<file path="src/rtl/ibex_id_wb_ctrl_pkg.sv">
// rtl/ibex_id_wb_ctrl_pkg.sv - shared types and constants for the ID/WB controller
//
// Purpose: state encoding, multicycle unit indices and stall-bit offsets
// used by ibex_id_wb_ctrl and its watchdog timer.
package ibex_id_wb_ctrl_pkg;

  typedef enum logic {
    IDLE            = 1'b0,
    WAIT_MULTICYCLE = 1'b1
  } id_wb_state_e;

  // Bit positions in unit_req_i / unit_valid_i
  localparam int unsigned UNIT_LSU  = 0;
  localparam int unsigned UNIT_MULT = 1;
  localparam int unsigned UNIT_DIV  = 2;

  // Stall bits beyond the units, as offsets added to NumUnits
  localparam int unsigned STALL_BRANCH_OFS = 0;
  localparam int unsigned STALL_JUMP_OFS   = 1;

endpackage

</file>
<file path="src/rtl/ibex_id_wb_timer.sv">
// rtl/ibex_id_wb_timer.sv - per-instruction watchdog counter
//
// Purpose: counts cycles spent waiting on a multicycle instruction.
// Ports:
//   clk_i, rst_ni  clock, asynchronous active-low reset
//   clear_i        restart the count from zero (wins over en_i)
//   en_i           advance the count by one
//   expired_o      count has reached all-ones
module ibex_id_wb_timer #(
  parameter int unsigned Width = 8
) (
  input  logic clk_i,
  input  logic rst_ni,
  input  logic clear_i,
  input  logic en_i,
  output logic expired_o
);

  logic [Width-1:0] cnt_q, cnt_d;

  assign expired_o = &cnt_q;

  // Saturate at all-ones so a missed expiry cannot wrap back to zero
  always_comb begin
    cnt_d = cnt_q;
    if (clear_i) begin
      cnt_d = '0;
    end else if (en_i && !expired_o) begin
      cnt_d = cnt_q + 1'b1;
    end
  end

  always_ff @(posedge clk_i or negedge rst_ni) begin
    if (!rst_ni) begin
      cnt_q <= '0;
    end else begin
      cnt_q <= cnt_d;
    end
  end

endmodule

</file>
<file path="src/rtl/ibex_id_wb_ctrl.sv">
// rtl/ibex_id_wb_ctrl.sv - ID-stage multicycle tracker and writeback controller
//
// Purpose: tracks multicycle units, branches and jumps for the instruction in
// ID, drives stall/retire to the controller and the write enable to the RF.
// Ports:
//   instr_new_i, instr_fetch_err_i      new instruction / must not execute
//   unit_req_i, branch/jump_in_dec_i    decoded instruction class
//   branch_decision_i                   branch taken
//   unit_valid_i, load_err_i            unit completion, LSU error
//   flush_i                             abort the waiting instruction
//   rf_we_dec_i, rf_waddr_i             decoded destination write
//   rf_raddr_a_i, rf_raddr_b_i          source registers for forwarding
//   instr_executing_o, stall_o          to controller
//   branch_set_o, instr_ret_o           taken-branch flag, retire pulse
//   rf_we_o, rf_waddr_o                 to register file
//   fwd_a_o, fwd_b_o                    take operand from WB stage
//   perf_branch_o, timeout_o, busy_o    status
module ibex_id_wb_ctrl
  import ibex_id_wb_ctrl_pkg::*;
#(
  parameter int unsigned NumUnits       = 3,
  parameter int unsigned RegAddrW       = 5,
  parameter int unsigned TimeoutW       = 8,
  parameter bit          WritebackStage = 1'b1
) (
  input  logic                  clk_i,
  input  logic                  rst_ni,
  input  logic                  instr_new_i,
  input  logic                  instr_fetch_err_i,
  input  logic [NumUnits-1:0]   unit_req_i,
  input  logic                  branch_in_dec_i,
  input  logic                  jump_in_dec_i,
  input  logic                  branch_decision_i,
  input  logic [NumUnits-1:0]   unit_valid_i,
  input  logic                  load_err_i,
  input  logic                  flush_i,
  input  logic                  rf_we_dec_i,
  input  logic [RegAddrW-1:0]   rf_waddr_i,
  input  logic [RegAddrW-1:0]   rf_raddr_a_i,
  input  logic [RegAddrW-1:0]   rf_raddr_b_i,
  output logic                  instr_executing_o,
  output logic [NumUnits+1:0]   stall_o,
  output logic                  branch_set_o,
  output logic                  rf_we_o,
  output logic [RegAddrW-1:0]   rf_waddr_o,
  output logic                  fwd_a_o,
  output logic                  fwd_b_o,
  output logic                  instr_ret_o,
  output logic                  perf_branch_o,
  output logic                  timeout_o,
  output logic                  busy_o
);

  localparam int unsigned NumCls    = NumUnits + 2;
  localparam int unsigned BranchBit = NumUnits + STALL_BRANCH_OFS;
  localparam int unsigned JumpBit   = NumUnits + STALL_JUMP_OFS;

  id_wb_state_e        state_q, state_d;
  logic                done_q, done_d;
  logic                branch_set_q, branch_set_d;
  logic [NumCls-1:0]   act_q, act_d;

  logic [NumCls-1:0]   req_vec, sel, valid_ext, stall;
  logic                found, multicycle, accept, unit_sel, br_sel, jmp_sel;
  logic                enter_wait, in_wait, complete;
  logic                wait_flush, wait_done, wait_to;
  logic                ret, issue, perf_branch, timeout, tmr_clr, tmr_en, tmr_expired;
  logic                issue_we, wb_valid_q, rf_we_raw;
  logic [RegAddrW-1:0] wb_waddr_q, rf_waddr_raw;

  assign req_vec = {jump_in_dec_i, branch_in_dec_i, unit_req_i};

  // Lowest set bit wins: units before branch before jump
  always_comb begin
    sel   = '0;
    found = 1'b0;
    for (int i = 0; i < NumCls; i++) begin
      if (req_vec[i] && !found) begin
        sel[i] = 1'b1;
        found  = 1'b1;
      end
    end
  end

  // Branch and jump finish on the ALU's completion strobe
  assign valid_ext  = {unit_valid_i[UNIT_MULT], unit_valid_i[UNIT_MULT], unit_valid_i};

  assign multicycle = |req_vec;
  assign accept     = instr_new_i & ~instr_fetch_err_i;
  assign unit_sel   = |sel[NumUnits-1:0];
  assign br_sel     = sel[BranchBit];
  assign jmp_sel    = sel[JumpBit];
  assign enter_wait = accept & (unit_sel | (br_sel & branch_decision_i) | jmp_sel);

  assign in_wait    = (state_q == WAIT_MULTICYCLE);
  assign complete   = |(act_q & valid_ext);
  assign wait_flush = in_wait & flush_i;
  assign wait_done  = in_wait & ~flush_i & complete;
  assign wait_to    = in_wait & ~flush_i & ~complete & tmr_expired;

  always_ff @(posedge clk_i or negedge rst_ni) begin
    if (!rst_ni) begin
      state_q      <= IDLE;
      done_q       <= 1'b0;
      branch_set_q <= 1'b0;
      act_q        <= '0;
    end else begin
      state_q      <= state_d;
      done_q       <= done_d;
      branch_set_q <= branch_set_d;
      act_q        <= act_d;
    end
  end

  always_comb begin
    state_d      = state_q;
    done_d       = done_q;
    branch_set_d = 1'b0;
    act_d        = act_q;
    unique case (state_q)
      IDLE: begin
        if (enter_wait) begin
          state_d      = WAIT_MULTICYCLE;
          done_d       = 1'b0;
          act_d        = sel;
          branch_set_d = br_sel;
        end else if (accept && br_sel) begin
          done_d = 1'b1;
        end
      end
      WAIT_MULTICYCLE: begin
        if (wait_flush || wait_done || wait_to) begin
          state_d = IDLE;
          done_d  = 1'b1;
        end
      end
      default: state_d = IDLE;
    endcase
  end

  always_comb begin
    stall       = '0;
    ret         = 1'b0;
    issue       = 1'b0;
    perf_branch = 1'b0;
    timeout     = 1'b0;
    tmr_clr     = 1'b0;
    tmr_en      = 1'b0;
    unique case (state_q)
      IDLE: begin
        perf_branch = accept & br_sel;
        if (enter_wait) begin
          stall   = sel;
          tmr_clr = 1'b1;
        end else if (accept) begin
          ret   = 1'b1;
          issue = rf_we_dec_i & ~br_sel;
        end
      end
      WAIT_MULTICYCLE: begin
        tmr_en  = 1'b1;
        timeout = wait_to;
        if (wait_done) begin
          ret   = 1'b1;
          issue = rf_we_dec_i & ~(act_q[UNIT_LSU] & load_err_i);
        end
        if (!(wait_flush || wait_done || wait_to)) begin
          stall = act_q;
        end
      end
      default: ;
    endcase
  end

  assign issue_we = issue & (rf_waddr_i != '0);

  if (TimeoutW > 0) begin : g_timer
    ibex_id_wb_timer #(.Width(TimeoutW)) u_timer (
      .clk_i    (clk_i),
      .rst_ni   (rst_ni),
      .clear_i  (tmr_clr),
      .en_i     (tmr_en),
      .expired_o(tmr_expired)
    );
  end else begin : g_no_timer
    assign tmr_expired = 1'b0;
  end

  if (WritebackStage) begin : g_wb
    always_ff @(posedge clk_i or negedge rst_ni) begin
      if (!rst_ni) begin
        wb_valid_q <= 1'b0;
        wb_waddr_q <= '0;
      end else begin
        wb_valid_q <= issue_we;
        wb_waddr_q <= issue_we ? rf_waddr_i : '0;
      end
    end
    assign rf_we_raw    = wb_valid_q;
    assign rf_waddr_raw = wb_waddr_q;
  end else begin : g_no_wb
    assign wb_valid_q   = 1'b0;
    assign wb_waddr_q   = '0;
    assign rf_we_raw    = issue_we;
    assign rf_waddr_raw = issue_we ? rf_waddr_i : '0;
  end

  // Combinational outputs are forced low while reset is held
  assign instr_executing_o = rst_ni & (instr_new_i | (multicycle & ~done_q)) & ~instr_fetch_err_i;
  assign stall_o           = rst_ni ? stall : '0;
  assign instr_ret_o       = rst_ni & ret;
  assign perf_branch_o     = rst_ni & perf_branch;
  assign timeout_o         = rst_ni & timeout;
  assign rf_we_o           = rst_ni & rf_we_raw;
  assign rf_waddr_o        = rst_ni ? rf_waddr_raw : '0;
  assign branch_set_o      = branch_set_q;
  assign fwd_a_o           = wb_valid_q & (rf_raddr_a_i == wb_waddr_q) & (wb_waddr_q != '0);
  assign fwd_b_o           = wb_valid_q & (rf_raddr_b_i == wb_waddr_q) & (wb_waddr_q != '0);
  assign busy_o            = in_wait | wb_valid_q;

endmodule

</file>
<file path="config.mk">
export PLATFORM = sky130hd
export DESIGN_NAME = ibex_id_wb_ctrl
export DESIGN_NICKNAME = d
export VERILOG_FILES = /design/src/rtl/ibex_id_wb_ctrl_pkg.sv /design/src/rtl/ibex_id_wb_timer.sv /design/src/rtl/ibex_id_wb_ctrl.sv
export SDC_FILE = /design/constraint.sdc
export NUM_CORES = 1
export LEC_CHECK = 0
export BUFFER_PORTS_ARGS = -buffer_cell sky130_fd_sc_hd__buf_2
export CORE_MARGIN = 2
export CORE_UTILIZATION = 42
export DETAILED_ROUTE_END_ITERATION = 12
export HOLD_SLACK_MARGIN = 0.06
export MAX_ROUTING_LAYER = met4
export PLACE_DENSITY = 0.68
export SLEW_MARGIN = 20
export SYNTH_ARGS = -nofsm -noshare
export SYNTH_HDL_FRONTEND = slang
export SYNTH_HIERARCHICAL = 1
export SYNTH_SLANG_ARGS = --single-unit
</file>
<file path="constraint.sdc">
create_clock -name clk_i -period 2.3 [get_ports clk_i]
set_input_delay 0.345 -clock clk_i [delete_from_list [all_inputs] [get_ports clk_i]]
set_output_delay 0.345 -clock clk_i [all_outputs]
set_load 0.01 [all_outputs]
</file>
Word-level counts from Yosys, hierarchy flattened
Cells that the tools add are included.
- bitwise operators: 36
- equality and inequality tests: 4
- $add $sub $neg: 1
- multiplexer cells: 37
- reduce and logical (&&, ||, !) cells: 22
- operators by type and width (kind ; count):
    1-bit 2-to-1 mux ; 25
    5-bit 2-to-1 mux ; 5
    1-bit bitwise AND ; 24
    8-bit 2-to-1 mux ; 2
    5-bit equality test ; 2
    5-bit one-hot mux with 2 select lines ; 1
    5-bit nonzero test ; 2
    5-bit OR reduction ; 2
    8-bit by 1-bit adder with 8-bit output (second input constant) ; 1
    1-bit one-hot mux with 2 select lines ; 4
    8-bit AND reduction ; 1
    1-bit inverter ; 7
    1-bit logical AND ; 6
    5-bit bitwise AND ; 1
    1-bit logical NOT ; 5
    1-bit bitwise OR ; 4
    2-bit AND reduction ; 2
    3-bit != test (second input constant) ; 1
    3-bit OR reduction ; 1
    1-bit logical OR ; 2
    2-bit by 1-bit != test with 1-bit output (second input constant) ; 1
    2-bit nonzero test ; 1
- bits of input ports: 31
- logic and storage cells: 107
- flip-flop bits (word level): 22
- output and inout bits: 19

Longest topological paths before layout
Gate-level depths: netlist of run 1.
- depth after elaboration: 19
- mapped depth: 7
- mapped depth without buffers: 7

Cells and area by module
The synthesis of run 1 kept the hierarchy.
- by module, submodules not included (module ; cells each ; times used ; area each (µm²) ; sequential area each (µm²)):
    ibex_id_wb_ctrl ; 104 ; 1 ; 923.4 ; 350.3
    ibex_id_wb_timer ; 45 ; 1 ; 475.5 ; 200.2

Worst setup path before layout of run 1
OpenSTA, ideal clock, no wires.
- path kind: register to output
- from: register g_timer.u_timer.cnt_q[0]
- to: output stall_o[2]
- buffers on the path: 0
- arrival time: 1.692 ns
- cell stages (with the launch flop): 8
- required time: 1.955 ns
- slack: 0.263 ns
- cells stage by stage: dfrtp_1 ha_1 and4_4 nand2_1 inv_1 nor4b_1 nand2_1 a21oi_1
- word-level cells in the longest chain between the ends: 6
- ends and longest elaborated chain (what ; RTL line ; source):
    start, declared ; ibex_id_wb_timer.sv:19 ; logic [Width-1:0] cnt_q, cnt_d;
    start signal, assigned ; ibex_id_wb_timer.sv:37 ; cnt_q <= cnt_d;
    8-bit AND reduction ; ibex_id_wb_timer.sv:21 ; assign expired_o = &cnt_q;
    via tmr_expired ; ibex_id_wb_ctrl.sv:67 ; logic ret, issue, perf_branch, timeout, tmr_clr, tmr_en, tmr_expired;
    1-bit bitwise AND ; ibex_id_wb_ctrl.sv:99 ; assign wait_to = in_wait & ~flush_i & ~complete & tmr_expired;
    1-bit logical OR ; ibex_id_wb_ctrl.sv:167 ; if (!(wait_flush || wait_done || wait_to)) begin
    5-bit 2-to-1 mux ; ibex_id_wb_ctrl.sv:167 ;
    5-bit one-hot mux with 2 select lines ; ibex_id_wb_ctrl.sv:149 ; unique case (state_q)
    5-bit 2-to-1 mux ; ibex_id_wb_ctrl.sv:210 ; assign stall_o = rst_ni ? stall : '0;
    end, declared ; ibex_id_wb_ctrl.sv:42 ; output logic [NumUnits+1:0] stall_o,
The timed path passes the listed nets, and every way through them passes these cells.

Worst setup path after layout of run 1
- from: register g_timer.u_timer.cnt_q[1]
- to: output stall_o[1]
The elaborated chain is that of the path after synthesis.

==> run metrics, run 1 <==
status=complete, no violations; Yosys top cell by area=dfrtp_1; Final ANT Viol Nets=0; Setup CP Type=reg2out; slowest CP cell=dfrtp_1; Logic pwr share=0.268; Synth area leaders=dfrtp_1, and2_1, a21oi_1; Synth Instances=roughly 150; Slew Limit Fails=0; Leak Pwr=a little over 0.0009 uW; async set-reset flop share out of synthesis=1.00; initial core utilization=0.451; Peak VDD IR=around 0.00024 V; clk_skew=around 4.8 ps; CP cell instances=ha_2 > and4_4 > nand2_4 > inv_4 > nor4_4 > nand2_1 > a21oi_1 > buf_2; Non-Filler Instances=253; GP Congestion=around 0.9; Cell Pwr Density=about 570 mW/mm2; CP required=between 1500 and 2000 ps; gr busiest metal=met2; Pre-Repair DR Iteration Count=4; num ports=50; max-cap viol count=0; Sw Ratio=0.279; Post-DP HPWL=2.70 mm; Clk network pwr share=0.283; vias in the first global route=between 1000 and 1500; internal power=~760 uW; routing usage on met3=0.0352; CP endpoint kind=output pin; Clock Sinks=22; Port-buffer cells=49; Hold WC Path Type=in2reg; largest delay contributor family on the critical path=simple AND/OR/NAND/NOR gates; synth warn=6; number of buffers and inverters on the critical path=2; antenna violations before repair=0; NetSw=~300 uW; GRT Total Usage=0.207; TritonCTS buffer count=3; max frequency=0.444 GHz; number of flops mapped to enable cells by yosys=0; Crit Path Max Fanout=5; post-synth top area share=0.394; ys flop type=dfrtp_1; CTS clk-pin slew, worst paths=between 100 and 150 ps; Filler cells=approximately 300; Vias=~1400; Setup TNS=0 ps; Layout Area Growth over Synthesis=32.0%; DRC Markers=0; clock latency on the worst-skew pair=approximately 300 ps; first-pass GRT wire length=~5.7 mm; Finish-stage setup viols=0; met2 Track Usage GR=0.349; DR WL/cell=around 13 um; post-layout util=0.595; nets@finish=roughly 240; Fin. Hold Viols=0; Distinct cells, synth=slightly above 50; fin crit period=2250 ps; die area=between 0.003 and 0.004 mm2; root buffer cell=clkbuf_4; TritonCTS clock tree=yes; largest net degree at the start of global routing=18; H-tree Lvls=1; drt initial violations=52; # rows=20; Core Region=about 0.0031 mm2; Slew headroom=0.741; footprint of the multi-input gates=approximately 850 um2; post-synthesis sequential element count=22; crit share post-route=0.979; Worst-Margin Slew=between 300 and 400 ps; met1 Usage GRT=0.262; Die Y=between 60 and 70 um; average via count per standard cell=5.35; post-detailed-routing wire length=roughly 3.4 mm; synthesized cell area=~0.0014 mm2; crit-path max cell delay=about 400 ps; sequential share of power=0.449; Reg area=552 um2; die width=between 60 and 70 um; post-synthesis net count=between 150 and 200; total grt overflow=0; Ant. Diodes=0; CP arrival=roughly 1900 ps; sequential element share of the synthesized area=0.394; Worst setup SP type=flop; clock buffer depth=2; Synth Area per Inst=~9.4 um2; Inst Count DP=about 240; RSZ-0062 raised after global routing=yes; fraction of layout instances using a drive strength above 1=0.383
[area by class of cell]
class | count | share of cell area
Clock buffer | 3 | 0.0122
Clock inverter | 1 | 0.0163
Inverter | 5 | 0.0115
Multi-Input combinational cell | 120 | 0.461
Sequential cell | 22 | 0.299
Tap cell | 44 | 0.0298
Timing Repair Buffer | 58 | 0.171
[through the flow]
step | area, um2 | total power, uW | hold slack (ps) | setup WS (ps)
detailed placement | 1700 | 711 | 373 | 25.8
CTS | 1830 | 1050 | 240 | 0.0744
floorplan | 1400 | 623 | 49.4 | 263
finish | 1850 | 1050 | 249 | 48.3
global route | 1850 | 1120 | 236 | -50.6
global placement | 1700 | 698 | 366 | 112
[power by group through the flow]
stage                     sequential [uW]  clock, uW  combinational (uW)
final                                 472        298                 282
after global routing                  480        323                 313
after CTS                             473        306                 271
after detailed placement              488          0                 223
after global placement                483          0                 215
after floorplan                       472          0                 151
[per-layer routing]
layer | wire (um) | share of wire
met5 | 0 | 0
met4 | 40 | 0.012
met3 | 135 | 0.040
met2 | 1780 | 0.52
met1 | 1460 | 0.43
[flip-flops by register name (all words and copies together), names as in the netlist]
register	cells
in_wait	1
g_timer.u_timer/cnt_q	8
act_q	5
rf_we_raw	1
done_q	1
rf_waddr_raw	5
branch_set_o	1
[kinds of logic (layout without fill, tap and decap cells)]
group | after synthesis | after routing | synth area share
flip-flops | 22 | 22 | 0.394
AND/OR/NAND/NOR | 73 | 73 | 0.310
buffers and inverters | 7 | 67 | 0.0268
multiplexers | 2 | 2 | 0.0179
XOR/XNOR | 10 | 10 | 0.0626
adder cells (fa/ha/maj) | 1 | 1 | 0.00894
AO/OA/AOI/OAI | 34 | 34 | 0.180
[cells in the mapped netlist (2+ instances only)]
master    number
nor2_1         8
or4_1          2
a21boi_0       2
xnor2_1        6
dfrtp_1       22
nor3_1         6
nand3_1        3
nor4_1         4
and3_1         2
and2_1        13
a22oi_1        2
a31oi_1        3
nand2_1       13
nand3b_1       2
a21oi_1       12
nand4_1        4
inv_1          4
o31ai_1        2
nand2b_1       3
xor2_1         4
a211oi_1       2
[layout by cell type (no fill, tap or decap), types with 2 or more instances in the layout]
cell type | synthesis | routed
clkbuf_4 | 0 | 3
nor3_1 | 6 | 6
a22oi_1 | 2 | 2
xnor2_1 | 6 | 6
buf_2 | 0 | 49
inv_1 | 4 | 3
a21oi_1 | 12 | 12
dfrtp_1 | 22 | 21
nor4_1 | 4 | 3
nor2_1 | 8 | 8
nand3_1 | 3 | 3
and3_1 | 2 | 2
nand4_1 | 4 | 4
nand2b_1 | 3 | 3
and2_1 | 13 | 13
nand2_1 | 13 | 12
o31ai_1 | 2 | 2
or4_1 | 2 | 2
a31oi_1 | 3 | 3
xor2_1 | 4 | 4
a211oi_1 | 2 | 2
a21boi_0 | 2 | 2
nand3b_1 | 2 | 2
buf_4 | 1 | 8
[repair_timing]
action / in CTS / in global routing
pin swaps: 4 / 6
hold endpoints to repair: 22 / 0
gates resized for setup: 8 / 2
setup buffers: 3 / 2
endpoints found under the setup margin: 5 / 5
hold buffers: 1 / 0
cloned: 0 / 0
[worst paths after layout]
path	cells past startpoint	slack, ps	to	start
max	8	50	stall_o[1]	g_timer.u_timer/cnt_q[1]$_DFFE_PN0P_
min	2	250	rf_waddr_raw[1]$_DFF_PN0_	rf_waddr_i[1]
max reg2reg	6	540	g_timer.u_timer/cnt_q[0]$_DFFE_PN0P_	in_wait$_DFF_PN0_
min reg2reg	2	550	act_q[1]$_DFFE_PN0P_	act_q[1]$_DFFE_PN0P_
max in group asynchronous	3	1580	in_wait$_DFF_PN0_	rst_ni
min in group asynchronous	3	550	g_timer.u_timer/cnt_q[3]$_DFFE_PN0P_	rst_ni
Note: power is estimated with default switching activity, not from simulation.
==> inputs of run 2 (changes only) <==
--- a/config.mk
+++ b/config.mk
@@ -7,11 +7,11 @@
 export LEC_CHECK = 0
 export BUFFER_PORTS_ARGS = -buffer_cell sky130_fd_sc_hd__buf_2
 export CORE_MARGIN = 2
-export CORE_UTILIZATION = 42
+export CORE_UTILIZATION = 49
 export DETAILED_ROUTE_END_ITERATION = 12
 export HOLD_SLACK_MARGIN = 0.06
 export MAX_ROUTING_LAYER = met4
-export PLACE_DENSITY = 0.68
+export PLACE_DENSITY = 0.78
 export SLEW_MARGIN = 20
 export SYNTH_ARGS = -nofsm -noshare
 export SYNTH_HDL_FRONTEND = slang
==> constraint.sdc (replaced) <==
create_clock -name clk_i -period 2.3 [get_ports clk_i]
set_input_delay 0.345 -clock clk_i [delete_from_list [all_inputs] [get_ports clk_i]]
set_output_delay 0.345 -clock clk_i [all_outputs]
set_load 0.05 [all_outputs]
==> run metrics, run 2 (same netlist as run 1, synthesis figures left out) <==
crit share post-route=0.999 (+0.0196); Vias=1407 (+3.9%); CP required=1960 ps (about the same); Slew headroom=0.741 (about the same); DR WL/cell=14.5 um (+7.5%); worst reg2reg path depth=6 (unchanged); num ports=50 (unchanged); sequential share of power=0.424 (-0.025); NetSw=334 uW (+14%); Pre-Repair DR Iteration Count=4 (unchanged); largest net degree at the start of global routing=14 (-4); drt initial violations=42 (-19%); Ant. Diodes=0 (unchanged); die width=57.4 um (-6.9%); fraction of layout instances using a drive strength above 1=0.454 (+0.0709); clk_skew=3.11 ps (-1.70 ps); internal power=773 uW (+2.0%); CP endpoint kind=output pin; RSZ-0062 raised after global routing=yes; CP arrival=1950 ps (+40 ps); final hold slack=242 ps (-7.01 ps); Worst setup SP type=flop; max-cap viol count=0 (unchanged); root buffer cell=clkbuf_4; vias in the first global route=1353 (+8.2%); first-pass GRT wire length=5.94 mm (+4.5%); Layout Area Growth over Synthesis=40.1%; GRT Total Usage=0.238 (+0.0300); clock buffer depth=2 (unchanged); average via count per standard cell=5.70 (+6.4%); Worst-Margin Slew=386 ps (-0.107 ps); max frequency=0.435 GHz (-2.0%); Post-DP HPWL=2.70 mm (about the same); commonest cells after routing, fill and taps aside=buf_2, dfrtp_1, buf_4; initial core utilization=0.512 (+0.0609); nets@finish=249 (+2.9%); max FFs per register=8 (unchanged); Leak Pwr=0.000974 uW (+4.4%); status=complete, no violations; TritonCTS clock tree=yes; Fin. Hold Viols=0 (unchanged); Slew Limit Fails=0 (unchanged); Reg with most FFs=g_timer.u_timer/cnt_q; post-detailed-routing wire length=3.58 mm (+5.0%); Hold WC Path Type=in2reg; Worst R2R Setup Slack=390 ps (-150 ps); post-layout util=0.717 (+0.122); most common cell after layout, fill and taps aside=buf_2; Setup CP Type=reg2out; crit path to=stall_o[4]; Sw Ratio=0.302 (+0.0221); Finish-stage setup viols=0 (unchanged); fin crit period=2300 ps (+45.0 ps); H-tree Lvls=1 (unchanged); GP Congestion=0.844 (-7.6%); Peak VDD IR=0.000542 V (+120%); Logic pwr share=0.304 (+0.036); DRC Markers=0 (unchanged); post-route cell area=0.00196 mm2 (+6.1%); CTS clk-pin slew, worst paths=130 ps (about the same); clock latency on the worst-skew pair=310 ps (about the same); Crit Path Max Fanout=3 (-2); Final ANT Viol Nets=0 (unchanged); Worst setup startpoint=g_timer.u_timer/cnt_q[0]$_DFFE_PN0P_; TritonCTS buffer count=3 (unchanged); dpl cell area=0.00178 mm2 (+4.3%); Die Y=57.4 um (-6.9%); Port-buffer cells=49 (unchanged); Clk network pwr share=0.272 (-0.011); Clock Sinks=22 (unchanged); Cell Pwr Density=565 mW/mm2 (-0.85%); die area=0.00330 mm2 (-13%); # rows=19 (-5.0%); antenna violations before repair=0 (unchanged); Core Region=0.00273 mm2 (-12%); total grt overflow=0 (unchanged); R2R Path Start=in_wait$_DFF_PN0_; FF-to-FF End=g_timer.u_timer/cnt_q[0]$_DFFE_PN0P_
run 2: changes by cell type in the layout (fill, tap and decap cells not counted), sizes merged:
cell         delta
buf             +6
dlygate4sd3     +1
run 2: power groups by stage:
stage	Combinational (uW)	Sequential [uW]	Clock (uW)
4_1_cts	323	467	302
5_1_grt	370	474	318
2_1_floorplan	179	472	0
3_5_place_dp	296	475	0
6_report	337	469	301
3_3_place_gp	285	473	0
run 2: critical path, stage by stage (launching register included):
cell	delay [ps]
dfrtp_1	410
ha_2	190
and4_4	160
nand2_4	70
inv_4	50
nor4_2	230
buf_4	170
nand2_2	50
a21oi_2	130
buf_6	170
run 2: final cells by class:
type | count | area [um2]
clock buffer | 3 | 22.5
clock inverter | 1 | 30.0
fill | 204 | 774
inverter | 5 | 21.3
multi-input combinational | 120 | 893
sequential | 22 | 552
tap | 31 | 38.8
timing repair buffer | 65 | 402
run 2: worst min-delay path by stage:
stage / from / to / slack [ps] / cells after the start
2_1_floorplan: rst_ni / act_q[0]$_DFFE_PN0P_ / 50 / 0
3_3_place_gp: rst_ni / rf_we_raw$_DFF_PN0_ / 210 / 1
3_5_place_dp: rst_ni / rf_we_raw$_DFF_PN0_ / 210 / 1
4_1_cts: rf_waddr_i[3] / rf_waddr_raw[3]$_DFF_PN0_ / 240 / 2
5_1_grt: rf_waddr_i[2] / rf_waddr_raw[2]$_DFF_PN0_ / 240 / 2
6_report: rf_waddr_i[3] / rf_waddr_raw[3]$_DFF_PN0_ / 240 / 2
run 2: layer usage:
metal	GRT usage	wire, um	vias to the layer above
li1	-	-	683
met1	0.291	1470	665
met2	0.406	1890	53
met3	0.0204	172	6
met4	0.0897	59	0
met5	-	0	-
run 2: repair_timing:
action                                 4_1_cts  5_1_grt
pin swaps                                    7        5
resized for setup                           19        7
hold buffers                                 2        0
setup endpoints to repair                    6        7
buffers inserted                             1        2
endpoints found under the hold margin        5        0
run 2: per-stage QoR:
| stage | instances | total power, uW | setup TNS [ps] | worst slack (ps) |
|---|---|---|---|---|
| floorplan | 149 | 651 | -18.7 | -18.7 |
| global placement | 238 | 758 | 0 | 134 |
| detailed placement | 238 | 771 | 0 | 123 |
| CTS | 245 | 1090 | -28.7 | -14.8 |
| global route | 247 | 1160 | -366 | -99.6 |
| finish | 247 | 1110 | 0 | 3.33 |
==> inputs of run 3 (changes only) <==
--- a/config.mk
+++ b/config.mk
@@ -5,13 +5,13 @@
 export SDC_FILE = /design/constraint.sdc
 export NUM_CORES = 1
 export LEC_CHECK = 0
-export BUFFER_PORTS_ARGS = -buffer_cell sky130_fd_sc_hd__buf_2
 export CORE_MARGIN = 2
-export CORE_UTILIZATION = 49
+export CORE_UTILIZATION = 55
 export DETAILED_ROUTE_END_ITERATION = 12
+export DONT_BUFFER_PORTS = 1
 export HOLD_SLACK_MARGIN = 0.06
 export MAX_ROUTING_LAYER = met4
-export PLACE_DENSITY = 0.78
+export PLACE_DENSITY = 0.69
 export SLEW_MARGIN = 20
 export SYNTH_ARGS = -nofsm -noshare
 export SYNTH_HDL_FRONTEND = slang
==> run metrics, run 3 (same netlist as run 1, synthesis figures left out) <==
final hold slack=-288 ps (-529 ps); commonest cells after routing, fill and taps aside=dfrtp_1, buf_4, and2_1; H-tree Lvls=1 (unchanged); vias in the first global route=1242 (-8.2%); number of buffers and inverters on the critical path=3 (unchanged); CP required=1960 ps (about the same); GRT Total Usage=0.256 (+0.0187); most common cell after layout, fill and taps aside=dfrtp_1; Layout Area Growth over Synthesis=27.1%; Hold WC Path Type=in2async; TritonCTS buffer count=3 (unchanged); post-route cell area=0.00178 mm2 (-9.3%); fin crit period=2330 ps (+34.6 ps); # rows=18 (-1); post-layout util=0.731 (+0.0143); Slew Limit Fails=0 (unchanged); post-detailed-routing wire length=3.35 mm (-6.4%); Worst R2R Setup Slack=520 ps (+130 ps); clock latency on the worst-skew pair=300 ps (about the same); Vias=1250 (-11%); average via count per standard cell=6.22 (+9.2%); largest delay contributor family on the critical path=simple AND/OR/NAND/NOR gates; GP Congestion=0.819 (-2.9%); Finish-stage setup viols=3 (+3); nets@finish=204 (-18%); Peak VDD IR=0.000415 V (-23%); dpl cell area=0.00164 mm2 (-7.4%); TritonCTS clock tree=yes; DR WL/cell=16.7 um (+15%); die width=54.4 um (-5.2%); Die Y=54.4 um (-5.2%); crit share post-route=1.01 (+0.0151); Setup CP Type=reg2out; Crit Path Max Fanout=3 (unchanged); first-pass GRT wire length=5.35 mm (-10%); fraction of layout instances using a drive strength above 1=0.322 (-0.132); CP arrival=1990 ps (+40 ps); status=finished with violations; Ant. Diodes=0 (unchanged); root buffer cell=clkbuf_4; max frequency=0.429 GHz (-1.5%); Leak Pwr=0.000784 uW (-20%); max FFs per register=8 (unchanged); Pre-Repair DR Iteration Count=4 (unchanged); max-cap viol count=0 (unchanged); Core Region=0.00243 mm2 (-11%); CP cell instances=ha_2 > and4_4 > nand2_4 > inv_4 > nor4_4 > buf_4 > nand2_2 > a21oi_4 > buf_12; initial core utilization=0.575 (+0.0634); crit-path max cell delay=410 ps (about the same); DRC Markers=0 (unchanged); Cell Pwr Density=540 mW/mm2 (-4.5%); Worst-Margin Slew=498 ps (+112 ps); Final ANT Viol Nets=0 (unchanged); largest net degree at the start of global routing=31 (+17); Clock Sinks=22 (unchanged); Setup TNS=-72.6 ps (-72.6 ps); Reg with most FFs=g_timer.u_timer/cnt_q; die area=0.00296 mm2 (-10%); total grt overflow=0 (unchanged); CP endpoint kind=output pin; Fin. Hold Viols=22 (+22); slowest CP cell=dfrtp_1; drt initial violations=22 (-48%); failing checks=negative hold slack, negative setup slack; antenna violations before repair=0 (unchanged); clk_skew=8.00 ps (+4.89 ps); RSZ-0062 raised after global routing=yes; Worst setup SP type=flop; Final Worst Setup Slack=-31.3 ps (-34.6 ps); Post-DP HPWL=2.50 mm (-7.2%); Slew headroom=0.671 (-0.0702); num ports=50 (unchanged); clock buffer depth=2 (unchanged); CTS clk-pin slew, worst paths=130 ps (about the same); Port-buffer cells=0 (-100%)
run 3: cell count changes in the layout (fill, tap and decap cells not counted), moves of 2 or more:
cell,previous run,this run
buf_2,44,0
dlygate4sd3_1,2,0
buf_12,0,5
a21oi_2,4,1
a21oi_4,0,3
buf_6,5,0
run 3: worst paths after layout:
check	from	end	depth (start not counted)
worst max register to register	in_wait$_DFF_PN0_	g_timer.u_timer/cnt_q[0]$_DFFE_PN0P_	6
worst min-delay path	rst_ni	g_timer.u_timer/cnt_q[6]$_DFFE_PN0P_	0
worst max-delay path	g_timer.u_timer/cnt_q[0]$_DFFE_PN0P_	stall_o[4]	9
max in group asynchronous	rst_ni	rf_waddr_raw[4]$_DFF_PN0_	0
min in group clk_i	rf_waddr_i[2]	rf_waddr_raw[2]$_DFF_PN0_	1
worst min register to register	act_q[2]$_DFFE_PN0P_	act_q[2]$_DFFE_PN0P_	2
run 3: worst register-to-register path, delay by kind of cell (launching register included):
| kind | cells | cell delay [ps] |
|---|---|---|
| and+or+nand+nor | 2 | 400 |
| muxes | 1 | 260 |
| buffers and inverters | 2 | 380 |
| AOI/OAI and AO/OA | 1 | 130 |
| DFF | 1 | 520 |
run 3: layer usage:
metal | share of wire | vias up | GRT usage
met5 | 0 | - | -
met2 | 0.52 | 50 | 0.450
met1 | 0.40 | 601 | 0.306
li1 | - | 595 | -
met3 | 0.064 | 4 | 0.0328
met4 | 0.0089 | 0 | 0.0750
run 3: power by group:
part	internal (uW)	switching, uW	leakage [uW]
clock network	96.5	116	0.0000210
logic	133	136	0.000466
registers	429	48.6	0.000296
total	659	300	0.000784
run 3: repair_timing:
item,in CTS,in global routing
setup endpoints to repair,5,7
resized for setup,13,6
hold endpoints to repair,22,22
gates cloned,0,0
pin swaps,7,6
setup buffers,2,0
run 3: area by class of cell:
class                      instances  area [um2]
tap                               30        37.5
sequential                        22         552
fill                             183         654
clock buffer                       4        36.3
timing repair buffer              20         213
multi-input combinational        120         918
inverter                           5        21.3
run 3: stage by stage:
stage	total power (uW)	hold WS [ps]	setup slack [ps]	cells
after floorplan	651	49.4	-18.7	149
after global placement	713	49.9	165	195
after detailed placement	726	49.9	160	195
after CTS	957	-299	-48.7	201
after global routing	1010	-313	-122	201
final	959	-288	-31.3	201
